--- config.mk ---
export PLATFORM = sky130hd
export DESIGN_NAME = ram_wport_arbiter
export DESIGN_NICKNAME = d
export VERILOG_FILES = /design/src/rtl/ram_wport_arbiter.sv
export SDC_FILE = /design/constraint.sdc
export NUM_CORES = 1
export LEC_CHECK = 0
export CAP_MARGIN = 20
export CELL_PAD_IN_SITES_DETAIL_PLACEMENT = 1
export CELL_PAD_IN_SITES_GLOBAL_PLACEMENT = 1
export CORE_MARGIN = 8
export CORE_UTILIZATION = 27
export CTS_CLUSTER_DIAMETER = 80
export DETAILED_ROUTE_END_ITERATION = 10
export GPL_TIMING_DRIVEN = 0
export HOLD_SLACK_MARGIN = 0.06
export MAX_ROUTING_LAYER = met4
export PLACE_DENSITY_LB_ADDON = 0.1
export SYNTH_ARGS = -nofsm -noshare
export SYNTH_HDL_FRONTEND = slang
export SYNTH_SLANG_ARGS = --single-unit
--- constraint.sdc ---
create_clock -name clk -period 1.7 [get_ports clk]
set_input_delay 0.34 -clock clk [delete_from_list [all_inputs] [get_ports clk]]
set_output_delay 0.34 -clock clk [all_outputs]
set_load 0.02 [all_outputs]
--- src/rtl/ram_wport_arbiter.sv ---
// Shares the single RAM write port between NREQ datapath requesters and the debug loader.
// Debug writes always win; requesters rotate round-robin with optional bounded locked bursts.
module ram_wport_arbiter #(
    parameter int unsigned NREQ      = 2,
    parameter int unsigned ADDR_W    = 5,
    parameter int unsigned DATA_W    = 32,
    parameter int unsigned MAX_BURST = 4
) (
    input  logic                     clk,
    input  logic                     rst,
    input  logic                     dbg_wr_en,
    input  logic [ADDR_W-1:0]        dbg_wr_addr,
    input  logic [DATA_W-1:0]        dbg_wr_data,
    input  logic [NREQ-1:0]          req,
    input  logic [NREQ-1:0]          req_lock,
    input  logic [NREQ*ADDR_W-1:0]   req_addr,
    input  logic [NREQ*DATA_W-1:0]   req_data,
    output logic [NREQ-1:0]          gnt,
    output logic [ADDR_W-1:0]        waddr,
    output logic [DATA_W-1:0]        wdata,
    output logic                     wen,
    output logic                     busy
);

    localparam int unsigned PTR_W = (NREQ > 1) ? $clog2(NREQ) : 1;
    localparam int unsigned CNT_W = $clog2(MAX_BURST + 1);

    typedef enum logic {IDLE, LOCKED} state_t;

    state_t             state, state_d;
    logic [PTR_W-1:0]   ptr, ptr_d;
    logic [PTR_W-1:0]   owner, owner_d;
    logic [CNT_W-1:0]   burst_cnt, burst_cnt_d;
    logic               wen_d;
    logic [ADDR_W-1:0]  waddr_d;
    logic [DATA_W-1:0]  wdata_d;
    logic               found;
    logic [PTR_W-1:0]   sel;
    logic [PTR_W-1:0]   cand;

    logic [ADDR_W-1:0]  addr_arr [NREQ];
    logic [DATA_W-1:0]  data_arr [NREQ];

    // Unflatten the per-requester address/data buses
    always_comb begin
        for (int i = 0; i < int'(NREQ); i++) begin
            addr_arr[i] = req_addr[i*int'(ADDR_W) +: ADDR_W];
            data_arr[i] = req_data[i*int'(DATA_W) +: DATA_W];
        end
    end

    // Next-state, grant and write-port selection
    always_comb begin
        state_d     = state;
        ptr_d       = ptr;
        owner_d     = owner;
        burst_cnt_d = burst_cnt;
        gnt         = '0;
        wen_d       = 1'b0;
        waddr_d     = waddr;
        wdata_d     = wdata;
        found       = 1'b0;
        sel         = '0;
        cand        = '0;

        if (!rst) begin
            if (dbg_wr_en) begin
                wen_d   = 1'b1;
                waddr_d = dbg_wr_addr;
                wdata_d = dbg_wr_data;
            end else if (state == LOCKED && req[owner] && burst_cnt < CNT_W'(MAX_BURST)) begin
                gnt[owner]  = 1'b1;
                wen_d       = 1'b1;
                waddr_d     = addr_arr[owner];
                wdata_d     = data_arr[owner];
                burst_cnt_d = burst_cnt + CNT_W'(1);
                if (!req_lock[owner] || burst_cnt_d == CNT_W'(MAX_BURST)) begin
                    state_d = IDLE;
                end
            end else begin
                // Lock (if any) is released this cycle, so the search runs immediately
                state_d = IDLE;
                for (int k = 0; k < int'(NREQ); k++) begin
                    cand = PTR_W'((int'(ptr) + k) % int'(NREQ));
                    if (!found && req[cand]) begin
                        found = 1'b1;
                        sel   = cand;
                    end
                end
                if (found) begin
                    gnt[sel] = 1'b1;
                    wen_d    = 1'b1;
                    waddr_d  = addr_arr[sel];
                    wdata_d  = data_arr[sel];
                    ptr_d    = PTR_W'((int'(sel) + 1) % int'(NREQ));
                    if (req_lock[sel] && MAX_BURST > 1) begin
                        state_d     = LOCKED;
                        owner_d     = sel;
                        burst_cnt_d = CNT_W'(1);
                    end
                end
            end
        end
    end

    always_ff @(posedge clk) begin
        if (rst) begin
            state     <= IDLE;
            ptr       <= '0;
            owner     <= '0;
            burst_cnt <= '0;
            wen       <= 1'b0;
            waddr     <= '0;
            wdata     <= '0;
            busy      <= 1'b0;
        end else begin
            state     <= state_d;
            ptr       <= ptr_d;
            owner     <= owner_d;
            burst_cnt <= burst_cnt_d;
            wen       <= wen_d;
            waddr     <= waddr_d;
            wdata     <= wdata_d;
            busy      <= (state_d == LOCKED);
        end
    end

endmodule
; ---- Word-level counts from Yosys, hierarchy flattened
; Cells that the tools add are included.
[totals]
ff_bits = 44
word_cells = 99
[op_classes]
addsub = 3
order_cmp = 9
eq_ne = 2
n_mux = 59
bitwise = 4
n_reduce_logical = 15
[ops]
columns = op, count
row1 = $mux W32, 9
row2 = $mux W5, 9
row3 = $mux W1, 32
row4 = $mux W3, 3
row5 = $lt A1 B2 Y1 const B, 4
row6 = $mux W2, 4
row7 = $reduce_and A3 Y1, 2
row8 = $logic_and A1 B1 Y1, 5
row9 = $ge A2 B2 Y1 const B, 2
row10 = $not A1 Y2, 2
row11 = $reduce_and A4 Y1, 1
row12 = $reduce_bool A2 Y1, 2
row13 = $add A3 B1 Y3 const B, 1
row14 = $eq A3 B3 Y1 const B, 1
row15 = $lt A3 B3 Y1 const B, 1
row16 = $reduce_bool A3 Y1, 1
row17 = $add A1 B1 Y1 const B, 2
row18 = $demux W1 S1, 2
row19 = $ge A1 B1 Y1 const B, 2
row20 = $logic_not A1 Y1, 2
row21 = $ne A2 B1 Y1 const B, 1
row22 = $not A1 Y1, 2
row23 = $reduce_and A2 Y1, 1
row24 = $logic_or A1 B1 Y1, 1

; ---- Depth between registers and ports, before layout
[logic_depth]
word_depth = 21
mapped_depth = 6

; ---- Worst setup path before layout
; OpenSTA, ideal clock, no wires.
[synth_timing]
kind = flip-flop to output port
start = reg state
end = out gnt[0]
arrival_ns = 1.660
t_required_ns = 1.360
slack_ns = -0.300
path_stages_with_launch = 6
n_path_buf = 1
cell_sequence = dfxtp_1 nand2b_2 a21boi_2 buf_2 o21ai_1 nor3_1
[synth_between]
elab_chain_cells = 5
[synth_rtl]
columns = element, line
row1 = "start, declared", 30  ; state_t state, state_d;
row2 = "start signal, assigned", 117  ; state <= state_d;
row3 = $logic_and A1 B1 Y1 (2 in series), 71  ; end else if (state == LOCKED && req[owner] && burst_cnt < CNT_W'(MAX_BURST)) begin
row4 = $mux W2, 71
row5 = $mux W2, 67  ; if (dbg_wr_en) begin
row6 = $mux W2, 66  ; if (!rst) begin
row7 = "end, declared", 18  ; output logic [NREQ-1:0] gnt,
; No other way between the ends.

; ---- Final worst setup path
[layout_timing]
start = reg state
end = out gnt[1]
; Same word-level chain as after synthesis.

==> results.md <==
* Post-synthesis cell type count at 42
* Max Slew Vio Count at 0
* Share of layout cells above drive strength 1 at 13.4%
* Cts bufs inserted at 5
* Placed cell count at 670
* CP bufs+invs at 2
* Peak supply drop at around 0.33 mV
* Worst Tran Pin Value at 0.565 ns
* Total routed wirelength at around 14000 µm
* CTS Sinks at between 40 and 50
* First-pass GRT wire length at 21300 µm
* Syn-to-layout area delta at 68.6%
* Antenna violations before repair at 0
* Min cycle time layout at 1.81 ns
* IO Pins at 159
* Hold WS at 0.449 ns
* Place WS at -1.29 ns
* Predominant post-synthesis flop cell: dfxtp_1
* Mapped cell area at 0.00299 mm²
* Core footprint at 0.0108 mm²
* Final setup fails at 2
* Tcrit/Tclk final at 107%
* Yosys reg bits at 44
* Fill count at 1307
* CP Class: reg -> out
* Setup crit end kind: output port
* ANT nets after route at 0
* Worst Skew at 0.0106 ns
* Worst skew pair latency at 0.30 ns
* Number of port buffers at between 150 and 200
* Arrival time worst endpoint at between 1 and 1.5 ns
* Slowest cell on crit path: dfxtp_4
* Nets at approximately 670
* YS warnings at 0
* Max Freq at 551 MHz
* Hold Path Class: reg -> reg
* Post-synthesis average cell area at 7.98 µm²
* CP Max Fanout at 4
* Cell Chain, Critical Path: nor2b_4 -> o211ai_1 -> clkbuf_8 -> and3_4 -> buf_6
* WL per Instance at 19.8 µm
* Die Y at 121 µm
* Slew headroom at 62.4%
* Outcome: finished, violations left
* Async SR Flop Fraction at 0%
* Vias per cell at 5.16
* Initial Utilization at 27.6%
* RSZ-0062 raised after global routing: true
* Detailed Routing Iterations Pass 1 at 6
* Crit start category: flip-flop
* Final Hold Vio Count at 0
* Vias in the first global route at 3993
* Max-capacitance violation count at 0
* R2R Setup Slk at 0.04 ns
* Vias at 3543
* Post-synthesis sequential area ratio at 29.4%
* Die Wd at roughly 120 µm
* CTS max path bufs at 2
* Non-Filler Instances at around 700
* CTS tree: yes
* Number of synthesized flops with an enable pin at 0
* Row Count at 38
* Crit path required time at 1.36 ns
* DR iter-0 viols at 165
* # DRC at 0
* Final core occ at 46.5%
* GRT Residual Overflow at 0
* Worst setup margin at -0.115 ns
* Most common library cell in the layout ignoring fill and taps: clkdlybuf4s50_1
* CTS root buf: clkbuf_8
* Hold_sp: wdata[29]$_SDFFE_PP0P_
* Most frequent cells in the layout: clkdlybuf4s50_1, dfxtp_1, inv_1
* GRT Total Usage at 18.8%
* Leakage at 2.00 nW
* Post-Synthesis Net Count at between 400 and 500
* R2R Path Start: owner$_SDFFE_PP0P_
* N_diodes at 0
* Fin Setup TNS at -0.221 ns
* Pwr per Cell Area at 599 mW/mm²
* Failing checks: setup timing
* CP peak stage delay at 0.37 ns
* Largest net degree at the start of global routing at 13
* GPL Wtd Cong at 0.779
* H-tree levels at 2
* Mapped Cells at 375
* Worst Setup SP: state$_SDFFE_PP0P_
* Delay-heaviest family, CP: flip-flops
* Worst-path clk slew at 0.09 ns
* Die ar. at 0.0147 mm²
* HPWL Detailed at 10300 µm
==> worst register-to-register path: cells and delay by family, from the launching register on <==
family	cells	cell delay [ns]
compound gates	1	0.07
buf+inv	3	0.40
flops	1	0.33
mux	1	0.32
simple gates	2	0.44
==> state kept, by name, indices dropped and copies added, names as in the netlist <==
register   cells
burst_cnt      3
wdata         32
owner          1
wen            1
state          1
waddr          5
ptr            1
==> synthesized netlist by cell type (all sizes together) (13+ instances only) <==
master  count  area (µm²)
dfxtp      44         881
inv        40         150
o21ai      28         140
nand2      27         101
mux2i      25         263
a211oi     24         180
and3       24         150
a221o      23         230
clkbuf     20        78.8
a21oi      18        90.1
buf        16        96.3
a31oi      14        87.6
o211ai     14         105
a21o       13        97.6
nand3      13        65.1
==> path summary, 6_finish.rpt <==
check | cells past startpoint | to
setup / recovery | 5 | gnt[1]
hold / removal | 2 | wdata[29]$_SDFFE_PP0P_
setup reg to reg | 7 | burst_cnt[0]$_SDFFE_PP0P_
hold reg to reg | 2 | wdata[29]$_SDFFE_PP0P_
==> area by class of cell <==
cell class,instances,area [µm²],area share (%)
plain buffers,36,218,4.32
flip-flops and latches,44,891,17.7
repair buffers,164,1630,32.3
inverters,40,150,2.98
well taps,140,175,3.47
multi-input cells,255,1880,37.4
clock buffers,7,96.3,1.91
==> kinds of logic after synthesis <==
logic type	share of synthesized area [%]
simple gates	16.2
fa+ha+maj	0.836
flops	29.4
mux	8.78
buf+inv	10.9
compound gates	33.9
==> metrics by stage <==
step           cell area [µm²]  power, mW
2_1_floorplan             3010       1.67
3_3_place_gp              4740       2.23
3_5_place_dp              4740       2.25
4_1_cts                   4970       3.04
5_1_grt                   5040       3.18
6_report                  5040       3.02
==> routing by layer <==
layer | vias to the layer above | part of all wire (%) | GRT usage (%)
met5 | - | 0 | -
met4 | 0 | 0.84 | 3.24
met3 | 7 | 3.9 | 3.63
met2 | 87 | 51 | 32.4
met1 | 1720 | 45 | 22.4
li1 | 1729 | - | -
==> repair_timing <==
item	4_1_cts	5_1_grt
hold buffers	0	0
endpoints found under the hold margin	0	0
pin swaps	6	3
setup buffers	9	0
gates resized for setup	37	21
endpoints found under the setup margin	39	29
==> report_power, final <==
| part | switching (mW) | internal, mW |
|---|---|---|
| Clock | 0.375 | 0.363 |
| Sequential | 0.0471 | 1.11 |
| Combinational | 0.524 | 0.599 |
No activity file was read; power rests on OpenSTA's default activity.
